==> config.mk <==
export PLATFORM = sky130hd
export DESIGN_NAME = caliptra_generic_wire_fifo_flat
export DESIGN_NICKNAME = d
export VERILOG_FILES = /design/src/rtl/caliptra_generic_wire_fifo_if.sv /design/src/rtl/caliptra_generic_wire_fifo.sv /design/src/flat_wrapper.sv
export SDC_FILE = /design/constraint.sdc
export NUM_CORES = 1
export LEC_CHECK = 0
export ABC_AREA = 1
export BUFFER_PORTS_ARGS = -buffer_cell sky130_fd_sc_hd__buf_4
export CAP_MARGIN = 15
export CORE_MARGIN = 2
export CORE_UTILIZATION = 45
export CTS_CLUSTER_SIZE = 12
export DETAILED_ROUTE_END_ITERATION = 10
export SKIP_LAST_GASP = 1
export SLEW_MARGIN = 20
export SYNTH_ARGS = -nofsm -noshare
export SYNTH_HDL_FRONTEND = slang
export SYNTH_SLANG_ARGS = --single-unit
==> constraint.sdc <==
create_clock -name clk -period 10 [get_ports clk]
set_input_delay 1 -clock clk [delete_from_list [all_inputs] [get_ports clk]]
set_output_delay 1 -clock clk [all_outputs]
set_load 0.02 [all_outputs]
==> src/rtl/caliptra_generic_wire_fifo_if.sv <==
// Host-side drain port of the generic wire capture FIFO: head entry plus valid/ready.
// The FIFO drives valid/data/channel; the host drives ready.
interface caliptra_generic_wire_fifo_if #(
  parameter int DATA_W = 32,
  parameter int CH_W   = 1
);
  logic              out_valid;
  logic              out_ready;
  logic [DATA_W-1:0] out_data;
  logic [CH_W-1:0]   out_ch;

  modport master (output out_valid, output out_data, output out_ch, input out_ready);
  modport slave  (input out_valid, input out_data, input out_ch, output out_ready);
endinterface

==> src/rtl/caliptra_generic_wire_fifo.sv <==
// Captures per-channel generic wire strobes into holding registers and merges them
// round-robin into one shared FIFO drained by the host; unholdable events are counted.
module caliptra_generic_wire_fifo #(
  parameter int NUM_CH = 2,
  parameter int DATA_W = 32,
  parameter int DEPTH  = 16,
  parameter int DROP_W = 8
) (
  input  logic                       clk,
  input  logic                       cptra_rst_b,
  input  logic [NUM_CH-1:0]          load_en,
  input  logic [NUM_CH*DATA_W-1:0]   load_data,
  input  logic                       flush,
  input  logic                       drop_clr,
  caliptra_generic_wire_fifo_if.master out_if,
  output logic [$clog2(DEPTH):0]     fifo_count,
  output logic [NUM_CH*DROP_W-1:0]   drop_cnt
);

  localparam int CH_W = (NUM_CH > 1) ? $clog2(NUM_CH) : 1;
  localparam int AW   = $clog2(DEPTH);

  logic [NUM_CH-1:0] hold_v_q, hold_v_d;
  logic [NUM_CH-1:0] hold_we;
  logic [DATA_W-1:0] hold_data_q [NUM_CH];
  logic [CH_W-1:0]   rr_ptr_q, rr_ptr_d;
  logic [AW:0]       wr_ptr_q, wr_ptr_d;
  logic [AW:0]       rd_ptr_q, rd_ptr_d;
  logic [DATA_W-1:0] mem_data_q [DEPTH];
  logic [CH_W-1:0]   mem_ch_q [DEPTH];
  logic [DROP_W-1:0] drop_cnt_q [NUM_CH];
  logic [DROP_W-1:0] drop_cnt_d [NUM_CH];
  logic [NUM_CH-1:0] ch_drop;

  logic            empty, full, pop, push;
  logic            gnt_any;
  logic [CH_W-1:0] gnt_idx;
  logic [CH_W:0]   rr_sum;

  // Pointers carry one extra wrap bit so full and empty are distinguishable.
  assign empty      = (wr_ptr_q == rd_ptr_q);
  assign full       = (wr_ptr_q[AW] != rd_ptr_q[AW]) && (wr_ptr_q[AW-1:0] == rd_ptr_q[AW-1:0]);
  assign pop        = !flush && !empty && out_if.out_ready;
  assign fifo_count = wr_ptr_q - rd_ptr_q;

  always_comb begin
    gnt_any = 1'b0;
    gnt_idx = '0;
    rr_sum  = '0;
    for (int i = 0; i < NUM_CH; i++) begin
      rr_sum = {1'b0, rr_ptr_q} + (CH_W+1)'(i);
      if (rr_sum >= (CH_W+1)'(NUM_CH)) begin
        rr_sum = rr_sum - (CH_W+1)'(NUM_CH);
      end
      if (!gnt_any && hold_v_q[rr_sum[CH_W-1:0]]) begin
        gnt_any = 1'b1;
        gnt_idx = rr_sum[CH_W-1:0];
      end
    end
  end

  // A full FIFO still takes a push when the host pops in the same cycle.
  assign push = !flush && gnt_any && (!full || pop);

  always_comb begin
    rr_ptr_d = rr_ptr_q;
    wr_ptr_d = wr_ptr_q;
    rd_ptr_d = rd_ptr_q;
    hold_v_d = hold_v_q;
    hold_we  = '0;
    ch_drop  = '0;
    if (flush) begin
      rr_ptr_d = '0;
      wr_ptr_d = '0;
      rd_ptr_d = '0;
      hold_v_d = '0;
    end else begin
      if (pop) begin
        rd_ptr_d = rd_ptr_q + (AW+1)'(1);
      end
      if (push) begin
        wr_ptr_d          = wr_ptr_q + (AW+1)'(1);
        hold_v_d[gnt_idx] = 1'b0;
        rr_ptr_d          = (gnt_idx == CH_W'(NUM_CH-1)) ? '0 : gnt_idx + CH_W'(1);
      end
      for (int c = 0; c < NUM_CH; c++) begin
        if (load_en[c]) begin
          if (!hold_v_d[c]) begin
            hold_v_d[c] = 1'b1;
            hold_we[c]  = 1'b1;
          end else begin
            ch_drop[c] = 1'b1;
          end
        end
      end
    end
  end

  // Clear beats a coincident drop; counters stick at all-ones.
  always_comb begin
    for (int c = 0; c < NUM_CH; c++) begin
      drop_cnt_d[c] = drop_cnt_q[c];
      if (drop_clr) begin
        drop_cnt_d[c] = '0;
      end else if (ch_drop[c] && (drop_cnt_q[c] != {DROP_W{1'b1}})) begin
        drop_cnt_d[c] = drop_cnt_q[c] + DROP_W'(1);
      end
    end
  end

  always_ff @(posedge clk or negedge cptra_rst_b) begin
    if (!cptra_rst_b) begin
      hold_v_q <= '0;
      rr_ptr_q <= '0;
      wr_ptr_q <= '0;
      rd_ptr_q <= '0;
      for (int c = 0; c < NUM_CH; c++) begin
        drop_cnt_q[c] <= '0;
      end
    end else begin
      hold_v_q <= hold_v_d;
      rr_ptr_q <= rr_ptr_d;
      wr_ptr_q <= wr_ptr_d;
      rd_ptr_q <= rd_ptr_d;
      for (int c = 0; c < NUM_CH; c++) begin
        drop_cnt_q[c] <= drop_cnt_d[c];
      end
    end
  end

  // Payload storage is qualified by the valid/pointer state, so it needs no reset.
  always_ff @(posedge clk) begin
    if (push) begin
      mem_data_q[wr_ptr_q[AW-1:0]] <= hold_data_q[gnt_idx];
      mem_ch_q[wr_ptr_q[AW-1:0]]   <= gnt_idx;
    end
    for (int c = 0; c < NUM_CH; c++) begin
      if (hold_we[c]) begin
        hold_data_q[c] <= load_data[c*DATA_W +: DATA_W];
      end
    end
  end

  assign out_if.out_valid = !empty;
  assign out_if.out_data  = empty ? '0 : mem_data_q[rd_ptr_q[AW-1:0]];
  assign out_if.out_ch    = empty ? '0 : mem_ch_q[rd_ptr_q[AW-1:0]];

  for (genvar g = 0; g < NUM_CH; g++) begin : g_drop_out
    assign drop_cnt[g*DROP_W +: DROP_W] = drop_cnt_q[g];
  end

endmodule

==> src/flat_wrapper.sv <==
// flat-port wrapper written by rule: the top's interface ports become plain ports
module caliptra_generic_wire_fifo_flat 
#(
  parameter int NUM_CH = 2,
  parameter int DATA_W = 32,
  parameter int DEPTH  = 16,
  parameter int DROP_W = 8
)
  (clk, cptra_rst_b, load_en, load_data, flush, drop_clr, fifo_count, drop_cnt, out_if_out_valid, out_if_out_data, out_if_out_ch, out_if_out_ready);
  caliptra_generic_wire_fifo_if #(.DATA_W(DATA_W), .CH_W(1)) out_if_i ();
  input  logic clk;
  input  logic cptra_rst_b;
  input  logic [NUM_CH-1:0] load_en;
  input  logic [NUM_CH*DATA_W-1:0] load_data;
  input  logic flush;
  input  logic drop_clr;
  output logic [$clog2(DEPTH):0] fifo_count;
  output logic [NUM_CH*DROP_W-1:0] drop_cnt;
  output wire logic [$bits(out_if_i.out_valid)-1:0] out_if_out_valid;
  output wire logic [$bits(out_if_i.out_data)-1:0] out_if_out_data;
  output wire logic [$bits(out_if_i.out_ch)-1:0] out_if_out_ch;
  input wire logic [$bits(out_if_i.out_ready)-1:0] out_if_out_ready;
  assign out_if_out_valid = out_if_i.out_valid;
  assign out_if_out_data = out_if_i.out_data;
  assign out_if_out_ch = out_if_i.out_ch;
  assign out_if_i.out_ready = out_if_out_ready;
  caliptra_generic_wire_fifo #(.NUM_CH(NUM_CH), .DATA_W(DATA_W), .DEPTH(DEPTH), .DROP_W(DROP_W)) u_core (.clk(clk), .cptra_rst_b(cptra_rst_b), .load_en(load_en), .load_data(load_data), .flush(flush), .drop_clr(drop_clr), .out_if(out_if_i), .fifo_count(fifo_count), .drop_cnt(drop_cnt));
endmodule
==> out/metrics.cfg <==
[run_status]
outcome=completed

[detailed_routing]
drt_pre_antenna_iters=5
avgViaCountPerCell=5.422
wirelength_um=63520
wl_per_cell_um=21.40
drc=0
ant_nets=0
first_iter_violations=1545
vias=16092

[floorplan]
initial_core_util=0.4568
core_um2=55200
die-area_um2=57940
rows=86
die_h_um=240.7
die_w_um=240.7
ioPinCount=126

[sta]
finClkSkew_ns=0.02245
setup_viol=0
period_share=0.4989
fin_hold_ws_ns=0.3434
rsz0062_at_grt=no
relSlewSlack=0.2839
fin_crit_ns=4.989
tightest_slew_ns=1.073
tns_ns=0
hold_viol=0
slew_viol_final=0
clock.fmax_mhz=200.5

[clock_tree]
htree_levels=3
post_cts_resized=0
cts-root-buf=clkbuf_16
clock_sinks=621
path_clk_slew_ns=0.06
cts_buffer_depth=3
clk_latency_ns=0.60
cts-hold-fix-buffers=0
postCtsSetupBuffers=0
cts_tree=built
cts_made_buffers=66

[worst_setup_path]
critPathBufInv=4
r2r_slack_ns=6.04
cp_max_fo=63
path_depth=8
arrival_ns=3.99
crit_chain=inv_4, buf_4, buf_4, a21oi_1, a211oi_1, nor2_1, nor2_1, buf_4
critPathKind=register to output port
path_common_cell=buf_4
cp_top_family=buffers and inverters
reg2reg_depth=10
worstPathRequired_ns=9.00
max_stage_delay_ns=0.80
cpMaxStageDelayCell=buf_4
r2r_end=u_core.mem_data_q[13][19]
crit_path_end=out_if_out_data[31]
setup.worst_path.end_class=output port
r2r_start=u_core.rd_ptr_q[1]
critPathLaunch=u_core.rd_ptr_q[0]
startpoint_type=register

[pwr]
powerDensity_nw_per_um2=241.6
max-vdd-ir-drop_mv=0.2700
leakagePower_nw=10.46

[global_route]
grt_pass1_wl_um=97060
grt_pass1_vias=16082
grt_use_total=0.2252
met2_usage=0.3656
use_met3=0.03408
top_usage_layer=met2
met1_usage=0.3166
antenna_found_initial=0
gr-total-overflow=0
grt_max_degree=81

[logic_synthesis]
synth_edf_count=592
synth-simple-area-share=0.1321
synth_area_um2=25210
syn_nets=2147
ys_async_sr_fraction=0.04670
synth.avg_cell_area_um2=12.22
synth-seq-cells=621
yosysWarnings=0
synth_fa_ha_area_frac=0.006252
synth-seq-area-share=0.7338
synthFlopType=edfxtp_1
synth_xor_area_frac=0.004168
synth_compound_area_frac=0.08282
syn_inst=2064
synth_top_family_by_area=simple AND/OR/NAND/NOR gates
synth.distinct_cells=33
muxShareOfSynthArea=0

[layout]
layout-drive-gt1-share=0.1428
nets=2267
num_antenna_cells=0
area_delta_synth_final_pct=15.46
layout.cells.non_filler=2968

[placement]
place_inst=2863
numPortBuffers=125
dpl.hpwl_um=34710
gp_congestion=0.7787

[hold_path]
hp-class=input port to async pin

[flow_run]
drv_cap=0

worst min path at each step:
| stage | startpoint | to | slack (ns) | depth (start not counted) |
|---|---|---|---|---|
| 5_1_grt | cptra_rst_b | u_core.drop_cnt[8] | 0.37 | 1 |
| 4_1_cts | cptra_rst_b | u_core.drop_cnt[4] | 0.34 | 1 |
| 6_report | cptra_rst_b | u_core.drop_cnt[8] | 0.34 | 1 |
| 3_5_place_dp | u_core.drop_cnt[5] | u_core.drop_cnt[5] | 0.54 | 2 |
| 3_3_place_gp | u_core.rr_ptr_q | u_core.rr_ptr_q | 0.53 | 2 |
| 2_1_floorplan | u_core.rr_ptr_q | u_core.rr_ptr_q | 0.51 | 2 |
Yosys cell counts (all sizes together) (9+ instances only):
cell type | instances | area, um2
o211ai | 33 | 247.7
edfxtp | 592 | 17780
nand2 | 410 | 1551
o21ai | 194 | 970.9
inv | 128 | 480.5
nand3b | 14 | 105.1
or2 | 48 | 300.3
xor2 | 9 | 78.83
nor2 | 221 | 832.1
buf | 64 | 376.6
clkbuf | 43 | 161.4
a211oi | 33 | 247.7
a21oi | 119 | 595.6
dfrtp | 29 | 725.7
ha | 11 | 137.6
nand3 | 99 | 505.5
cells in the final DEF (no fill, tap or decap), types with 4 or more instances in the layout:
cell	netlist	routed
edfxtp_1	592	592
nand2_1	407	406
nor2_1	220	202
o21ai_0	177	177
buf_4	16	149
inv_1	125	124
a21oi_1	119	119
nand3_1	97	97
clkbuf_16	0	71
or2_2	48	48
o211ai_1	33	33
a211oi_1	33	33
dfrtp_1	29	26
nor2_4	0	19
o21ai_1	17	17
clkbuf_1	43	17
nand3b_1	14	14
clkinv_1	3	12
ha_1	11	11
xor2_1	9	9
buf_12	0	6
buf_16	0	4
final cells by class:
class	instances	area, um2
tap	748	935.9
sequential	621	18510
multi-input combinational	1205	5834
clock buffer	88	1841
timing repair buffer	159	1349
fill	4639	26090
inverter	131	494.2
clock inverter	16	147.6
power by group:
group,total (W),switching [W],leakage [nW],internal [W]
Combinational,0.00168,0.00117,3.73,0.000506
Clock,0.00231,0.000954,0.968,0.00136
Sequential,0.00305,0.0000748,5.76,0.00297
Total,0.00704,0.00220,10.5,0.00484
routing by layer:
layer,wire (um),vias to the layer above
li1,-,7449
met1,28030,8003
met2,30130,555
met3,4044,85
met4,1315,0
met5,0,-
registers in the layout (all words and copies together) (netlist names):
register and cells:
u_core.rr_ptr_q 1, u_core.mem_ch_q 16, u_core.hold_data_q 64, u_core.rd_ptr_q 5, u_core.drop_cnt 16, u_core.mem_data_q 512, u_core.wr_ptr_q 5, u_core.hold_v_q 2
kinds of logic after synthesis:
kind of cell    after synthesis
compound gates              383
buf+inv                     238
xor+xnor                     12
simple gates                798
flops                       621
fa+ha+maj                    12
stage by stage:
stage / setup WS [ns] / total power [W] / util / cell area, um2
3_5_place_dp: 5.651 / 0.004790 / 0.4910 / 27100
3_3_place_gp: 5.643 / 0.004773 / 0.4871 / 26890
5_1_grt: 4.779 / 0.007355 / 0.5274 / 29110
6_report: 5.011 / 0.007035 / 0.5274 / 29110
4_1_cts: 5.026 / 0.007086 / 0.5270 / 29090
2_1_floorplan: 6.409 / 0.004135 / - / 25210
Power figures use the tool's default switching activity.
